**config.mk**
```make
export PLATFORM = sky130hd
export DESIGN_NAME = inst_fetch_port
export DESIGN_NICKNAME = d
export VERILOG_FILES = /design/src/rtl/inst_fetch_port.sv
export SDC_FILE = /design/constraint.sdc
export NUM_CORES = 1
export LEC_CHECK = 0
export CAP_MARGIN = 15
export CORE_UTILIZATION = 52
export CTS_BUF_LIST = sky130_fd_sc_hd__clkbuf_4
export DETAILED_ROUTE_END_ITERATION = 12
export PLACE_DENSITY_LB_ADDON = 0.1
export SYNTH_ARGS = -nofsm -noshare
export SYNTH_HDL_FRONTEND = slang
export SYNTH_SLANG_ARGS = --single-unit
export TNS_END_PERCENT = 20
```
**constraint.sdc**
```tcl
create_clock -name CLK -period 2.6 [get_ports CLK]
set_clock_uncertainty 0.2 [all_clocks]
set_input_delay 0.26 -clock CLK [delete_from_list [all_inputs] [get_ports CLK]]
set_output_delay 0.26 -clock CLK [all_outputs]
set_load 0.02 [all_outputs]
```
**src/rtl/inst_fetch_port.sv**
```systemverilog
// inst_fetch_port: instruction-side memory port with a one-word line buffer.
// Hits are served from the buffer in one cycle. A miss goes through an
// address phase and a data phase on the memory side. MEM_WAIT freezes the
// core while the miss is outstanding.
module inst_fetch_port #(
    parameter int ADDR_W = 32
) (
    input  logic              CLK,
    input  logic              RST,
    input  logic              INST_RDEN,
    input  logic [ADDR_W-1:0] INST_RIADDR,
    output logic [ADDR_W-1:0] INST_ROADDR,
    output logic              INST_RVALID,
    output logic [31:0]       INST_RDATA,
    output logic              MEM_WAIT,
    input  logic              INVALIDATE,
    output logic              M_ARVALID,
    output logic [ADDR_W-1:0] M_ARADDR,
    input  logic              M_ARREADY,
    input  logic              M_RVALID,
    input  logic [31:0]       M_RDATA,
    output logic              M_RREADY,
    output logic [31:0]       HIT_CNT,
    output logic [31:0]       MISS_CNT
);

    typedef enum logic [1:0] {
        ST_IDLE = 2'd0,
        ST_ADDR = 2'd1,
        ST_DATA = 2'd2
    } state_t;

    state_t              state_reg;
    state_t              state_next;
    logic [ADDR_W-1:0]   lat_addr_reg;
    logic                buf_valid_reg;
    logic [ADDR_W-1:2]   buf_addr_reg;
    logic [31:0]         buf_data_reg;
    logic                out_valid_reg;
    logic [ADDR_W-1:0]   out_addr_reg;
    logic [31:0]         out_data_reg;
    logic [31:0]         hit_cnt_reg;
    logic [31:0]         miss_cnt_reg;

    logic hit;
    logic miss;
    logic refill;
    logic mem_wait;

    // Next-state decode, hit/miss classification and stall generation
    always_comb begin
        state_next = state_reg;
        hit        = 1'b0;
        miss       = 1'b0;
        refill     = 1'b0;
        mem_wait   = 1'b0;
        case (state_reg)
            ST_IDLE: begin
                if (RST && INST_RDEN) begin
                    // A concurrent invalidate turns a would-be hit into a miss
                    if (buf_valid_reg && !INVALIDATE &&
                        (INST_RIADDR[ADDR_W-1:2] == buf_addr_reg)) begin
                        hit = 1'b1;
                    end else begin
                        miss       = 1'b1;
                        mem_wait   = 1'b1;
                        state_next = ST_ADDR;
                    end
                end
            end
            ST_ADDR: begin
                mem_wait = 1'b1;
                if (M_ARREADY) begin
                    state_next = ST_DATA;
                end
            end
            ST_DATA: begin
                if (M_RVALID) begin
                    refill     = 1'b1;
                    state_next = ST_IDLE;
                end else begin
                    mem_wait = 1'b1;
                end
            end
            default: begin
                state_next = ST_IDLE;
            end
        endcase
    end

    // The core is never stalled while reset is held
    assign MEM_WAIT  = RST & mem_wait;
    assign M_ARVALID = (state_reg == ST_ADDR);
    assign M_ARADDR  = {lat_addr_reg[ADDR_W-1:2], 2'b00};
    assign M_RREADY  = (state_reg == ST_DATA);

    assign INST_RVALID = out_valid_reg;
    assign INST_ROADDR = out_addr_reg;
    assign INST_RDATA  = out_data_reg;
    assign HIT_CNT     = hit_cnt_reg;
    assign MISS_CNT    = miss_cnt_reg;

    // State register and miss address latch
    always_ff @(posedge CLK) begin
        if (!RST) begin
            state_reg    <= ST_IDLE;
            lat_addr_reg <= '0;
        end else begin
            state_reg <= state_next;
            if (miss) begin
                lat_addr_reg <= INST_RIADDR;
            end
        end
    end

    // Line buffer: refilled on miss completion, invalidate has priority
    always_ff @(posedge CLK) begin
        if (!RST) begin
            buf_valid_reg <= 1'b0;
            buf_addr_reg  <= '0;
            buf_data_reg  <= '0;
        end else begin
            if (INVALIDATE) begin
                buf_valid_reg <= 1'b0;
            end else if (refill) begin
                buf_valid_reg <= 1'b1;
            end
            if (refill) begin
                buf_addr_reg <= lat_addr_reg[ADDR_W-1:2];
                buf_data_reg <= M_RDATA;
            end
        end
    end

    // Output register: frozen on stalled edges so each word is consumed once
    always_ff @(posedge CLK) begin
        if (!RST) begin
            out_valid_reg <= 1'b0;
            out_addr_reg  <= '0;
            out_data_reg  <= '0;
        end else if (!mem_wait) begin
            if (hit) begin
                out_valid_reg <= 1'b1;
                out_addr_reg  <= INST_RIADDR;
                out_data_reg  <= buf_data_reg;
            end else if (refill) begin
                out_valid_reg <= 1'b1;
                out_addr_reg  <= lat_addr_reg;
                out_data_reg  <= M_RDATA;
            end else begin
                out_valid_reg <= 1'b0;
            end
        end
    end

    // Saturating hit and miss counters
    always_ff @(posedge CLK) begin
        if (!RST) begin
            hit_cnt_reg  <= '0;
            miss_cnt_reg <= '0;
        end else begin
            if (hit && (hit_cnt_reg != 32'hFFFF_FFFF)) begin
                hit_cnt_reg <= hit_cnt_reg + 32'd1;
            end
            if (miss && (miss_cnt_reg != 32'hFFFF_FFFF)) begin
                miss_cnt_reg <= miss_cnt_reg + 32'd1;
            end
        end
    end

endmodule

```
## Yosys cells after proc, flatten, opt, wreduce, memory -nomap -nowiden

Index checks and enable logic that the tools add are counted.

| storage, ports and cells | value |
|---|---|
| word-level logic and storage cells | 56 |
| register bits after elaboration | 226 |
| output and inout port bits | 164 |
| bits of input ports | 70 |

| operators by class | value |
|---|---|
| bitwise logic cells | 3 |
| reductions and logical operators | 11 |
| mux-type cells | 21 |
| equality and inequality tests | 9 |
| add/subtract/negate cells | 2 |

Operators by type and width:

| kind | number |
|---|---|
| 2-to-1 mux 32 bit | 4 |
| adder 32 x 1 -> 32 bit, second input constant | 2 |
| != test 32 bit, second input constant | 2 |
| equality test 30 bit | 1 |
| 2-to-1 mux 1 bit | 11 |
| 2-to-1 mux 2 bit | 4 |
| != test 2 bit, second input constant | 3 |
| one-hot mux 2 bit (3 select lines) | 1 |
| logical AND 1 bit | 5 |
| AND reduction 4 bit | 1 |
| one-hot mux 1 bit (3 select lines) | 1 |
| equality test 2 x 1 -> 1 bit, second input constant | 1 |
| equality test 2 bit, second input constant | 1 |
| zero test 2 bit | 1 |
| != test 2 x 1 -> 1 bit, second input constant | 1 |
| NOT 1 bit | 2 |
| AND reduction 2 bit | 1 |
| nonzero test 2 bit | 1 |
| OR reduction 2 bit | 1 |
| AND 1 bit | 1 |
| zero test 1 bit | 1 |

## Longest topological paths before layout

| depth | value |
|---|---|
| word-level depth | 8 |
| gate-level depth with buffers | 9 |
| gate-level depth less buffers | 7 |

## Worst setup path before layout

OpenSTA, ideal clock, no wires.

| timing | value |
|---|---|
| path type | flip-flop to flip-flop |
| from | reg miss_cnt_reg[0] (netlist: MISS_CNT[0]) |
| to | reg miss_cnt_reg[5] (netlist: MISS_CNT[5]) |
| arrival | 2.126 ns |
| cell stages (with the launch flop) | 9 |
| setup slack | 0.160 ns |
| setup time | 0.115 ns |
| path buffers | 2 |
| required time | 2.285 ns |
| period minus slack after synthesis | 2.440 ns |
| path through | dfxtp_1 -> ha_1 -> and2_1 -> nand4_1 -> nor4_2 -> buf_2 -> buf_2 -> nor4_1 -> o21a_1 |

| between the ends | value |
|---|---|
| longest elaborated chain between the ends | 2 |
| elaborated cells on any way between the ends | 3 |
| those cells by class | 1 x add/sub; 1 x eq/ne; 1 x reduce/logical |

Ends and longest elaborated chain:

| what | RTL line | source |
|---|---|---|
| start, declared | 43 | `logic [31:0] miss_cnt_reg;` |
| start signal, assigned | 166 | `miss_cnt_reg <= miss_cnt_reg + 32'd1;` |
| parallel branches: the longest is 2 deep, another holds adder 32 x 1 -> 32 bit | n/a |  |

Parallel ways; which one is timed is not known.
A chain may end at the register's enable or synchronous reset.

## Worst setup path after layout

| timing | value |
|---|---|
| from | reg buf_addr_reg[3] (netlist name) |
| to | out MEM_WAIT |

| between the ends | value |
|---|---|
| longest elaborated chain between the ends | 6 |

Ends and longest elaborated chain:

| what | RTL line | source |
|---|---|---|
| start, declared | 37 | `logic [ADDR_W-1:2] buf_addr_reg;` |
| start signal, assigned | 129 | `buf_addr_reg <= lat_addr_reg[ADDR_W-1:2];` |
| equality test 30 bit | 62 | `(INST_RIADDR[ADDR_W-1:2] == buf_addr_reg)) begin` |
| logical AND 1 bit | 61 | `if (buf_valid_reg && !INVALIDATE &&` |
| 2-to-1 mux 1 bit | 61 |  |
| 2-to-1 mux 1 bit | 59 | `if (RST && INST_RDEN) begin` |
| one-hot mux 1 bit (3 select lines) | 57 | `case (state_reg)` |
| AND 1 bit | 92 | `assign MEM_WAIT = RST & mem_wait;` |
| end, declared | 15 | `output logic MEM_WAIT,` |

No other way between the ends.

==> metrics.txt <==
status complete, but fails checks; failing checks negative setup slack; Area Growth Syn to Fin 42.0%; CP startpoint kind flip-flop; DRT Wirelength ~29000 µm; worst hold margin 0.0455 ns; Crit path max-delay family simple AND/OR/NAND/NOR gates; Final Power between 7 and 8 mW; cell taking the most area after synthesis dfxtp_1; Setup TNS -0.407 ns; Fmax between 300 and 400 MHz; # port buffers about 230; Power Dens Cells 512 nW/µm²; max-cap check violation count 0; drt initial violations about 720; GR Layer Usage met2 0.468; Synth Warn # 0; Site Rows 49; clock-pin slew of the registers on the worst-case setup and hold paths ~0.060 ns; syn_area_per_cell 8.15 µm²; vias ~10000; first-pass GRT wire length ~45000 µm; ys async rst share 0; clk_lat worst skew roughly 0.68 ns; gr busiest metal met2; Worst Tran Pin Value 0.762 ns; die width about 140 µm; Placeable Area 18300 µm²; Critical-path top delay cell nor4_4; post-route ant nets 0; area share of the largest cell type after synthesis 0.459; Pre-antenna DRT Iters 5; HPWL Detailed 17700 µm; grt ovf 0; clock root buffer master clkbuf_4; global routing usage on met1 0.346; Clock Tree Buf Depth 3; CTS H-Tree Depth 2; final hold violations 0; CP peak stage delay around 0.39 ns; TritonCTS clock tree built; number of synthesized flops with an enable pin 0; die height roughly 140 µm; worst endpoint required time 2.14 ns; RSZ-0062 raised after global routing true; CP max FO 2; arrival time worst endpoint ~2.4 ns; register area share after synthesis 0.459; vias in the first global route about 9000; Hold Crit Class input pin to flip-flop; crit path buf inv count 1; Routability Congestion about 0.83; Final min period between 2 and 3 ns; Sink Count 226; largest net degree at the start of global routing just over 90; Syn Inst Count ~1200; CTS Buf Count 58; share of layout cells above drive strength 1 0.153; kind of critical path flip-flop to primary output; cell area after placement around 13000 µm²; Starting Density 0.539; Relative slew margins 0.492; via/cell ratio 5.66; worst-path cell chain xnor2_2 -> nand4_1 -> nor4_4 -> nand2_2 -> a211oi_2 -> nor2_1 -> buf_4; routed wire length per instance roughly 16 µm; final cycle utilization of the critical path 1.08; met3 Use GR 0.0795; Design Area, Final between 10000 and 15000 µm²; top cells by area, synth dfxtp_1, nand2_1, a21oi_1; DRC 0; Setup violations, final 12; Synth Cell Area 9860 µm²; Slew Limit Fails 0; final worst slack -0.211 ns; Pleak 4.91 nW; fin util 0.766; Worst VDD drop roughly 0.36 mV; gr usage total 0.282; Nets between 1500 and 2000; Primary FF master, synth dfxtp_1; initial antenna violation count 1; FF+latch count, synth about 230; die area between 15000 and 20000 µm²; Worst setup EP type primary output; Top Ports about 230; Yosys cell types 53
==> metrics by stage <==
step,setup WS [ns],cells
floorplan,0.160,1211
global placement,-0.477,1626
detailed placement,-0.567,1626
CTS,-0.196,1765
global route,-0.297,1768
finish,-0.211,1768
==> per-layer routing <==
layer,routed length (µm),vias up
met5,0,-
li1,-,4880
met4,746,0
met3,2530,60
met2,13600,393
met1,11900,4673
==> kinds of logic (layout without fill, tap and decap cells) <==
logic type,Yosys count,after routing,synth area share
other,1,3,0.000380
AO/OA/AOI/OAI,268,268,0.175
XOR/XNOR,30,30,0.0267
buffers and inverters,126,453,0.0641
flip-flops,226,226,0.459
multiplexers,12,12,0.0122
AND/OR/NAND/NOR,545,545,0.260
adder cells (fa/ha/maj),2,2,0.00254
==> tightest hold or removal path: stages <==
cell and delay [ns]:
clkdlybuf4s50_1 0.46, nand2_1 0.09, a21oi_1 0.05
==> cell usage after synthesis, types with 10 or more instances <==
cell type  instances
a21oi_1          136
a311oi_1          65
buf_2             13
buf_4             32
clkbuf_1          67
dfxtp_1          226
mux2i_1           12
nand2_1          296
nand3_1           36
nand4_1           23
nor2_1            75
nor3_1            10
nor4_1            13
o21ai_0           15
o31ai_1           26
or3_1             13
or4_1             28
xnor2_1           30
==> cell type report <==
type / instances / area [µm²]
clock buffer: 84 / 631
fill: 1361 / 4280
clock inverter: 13 / 82.6
sequential: 226 / 4540
antenna: 1 / 2.50
inverter: 6 / 27.5
timing repair buffer: 350 / 3470
tap: 229 / 287
multi-input combinational: 859 / 4950
==> where the power goes <==
part | switching [mW] | total (mW) | internal [mW] | leakage [nW]
sequential | 0.0370 | 3.55 | 3.51 | 1.83
clock | 1.46 | 3.03 | 1.57 | 0.425
combinational | 0.301 | 0.600 | 0.299 | 2.65
==> final timing paths <==
check	slack [ns]	startpoint	depth (start not counted)	end
max	-0.21	buf_addr_reg[3]	7	MEM_WAIT
min reg2reg	0.25	buf_data_reg[25]	2	buf_data_reg[25]
max reg2reg	-0.05	buf_addr_reg[3]	8	HIT_CNT[12]
min	0.05	INST_RIADDR[26]	3	lat_addr_reg[26]
==> placed cells by master, fill, tap and decap left out, types with 7 or more instances in the layout <==
cell type / synthesis / final
clkdlybuf4s50_1: 0 / 230
and3_1: 9 / 9
mux2i_1: 12 / 12
nor3_1: 10 / 10
or3_1: 13 / 13
a311oi_1: 65 / 64
o21a_1: 7 / 7
o21ai_0: 15 / 15
dlygate4sd3_1: 0 / 39
nor4_1: 13 / 9
nand2b_1: 9 / 9
a21oi_1: 136 / 127
xnor2_2: 0 / 11
nand4_1: 23 / 23
o31ai_1: 26 / 24
nand2_1: 296 / 294
buf_4: 32 / 66
or4_1: 28 / 17
clkbuf_4: 0 / 84
or4_4: 1 / 12
nand3_1: 36 / 36
xnor2_1: 30 / 19
and4_1: 8 / 8
dfxtp_1: 226 / 214
nor2_1: 75 / 75
a21oi_2: 0 / 8
buf_12: 0 / 8
dfxtp_2: 0 / 12
clkinv_1: 0 / 8
and2_1: 8 / 7
==> what timing repair did <==
item,in CTS,in global routing
setup buffers,3,1
gates cloned,0,3
pin swaps,14,29
gates resized for setup,19,45
hold buffers,39,0
endpoints found under the setup margin,43,82
endpoints found under the hold margin,69,0
Power figures use the tool's default switching activity.
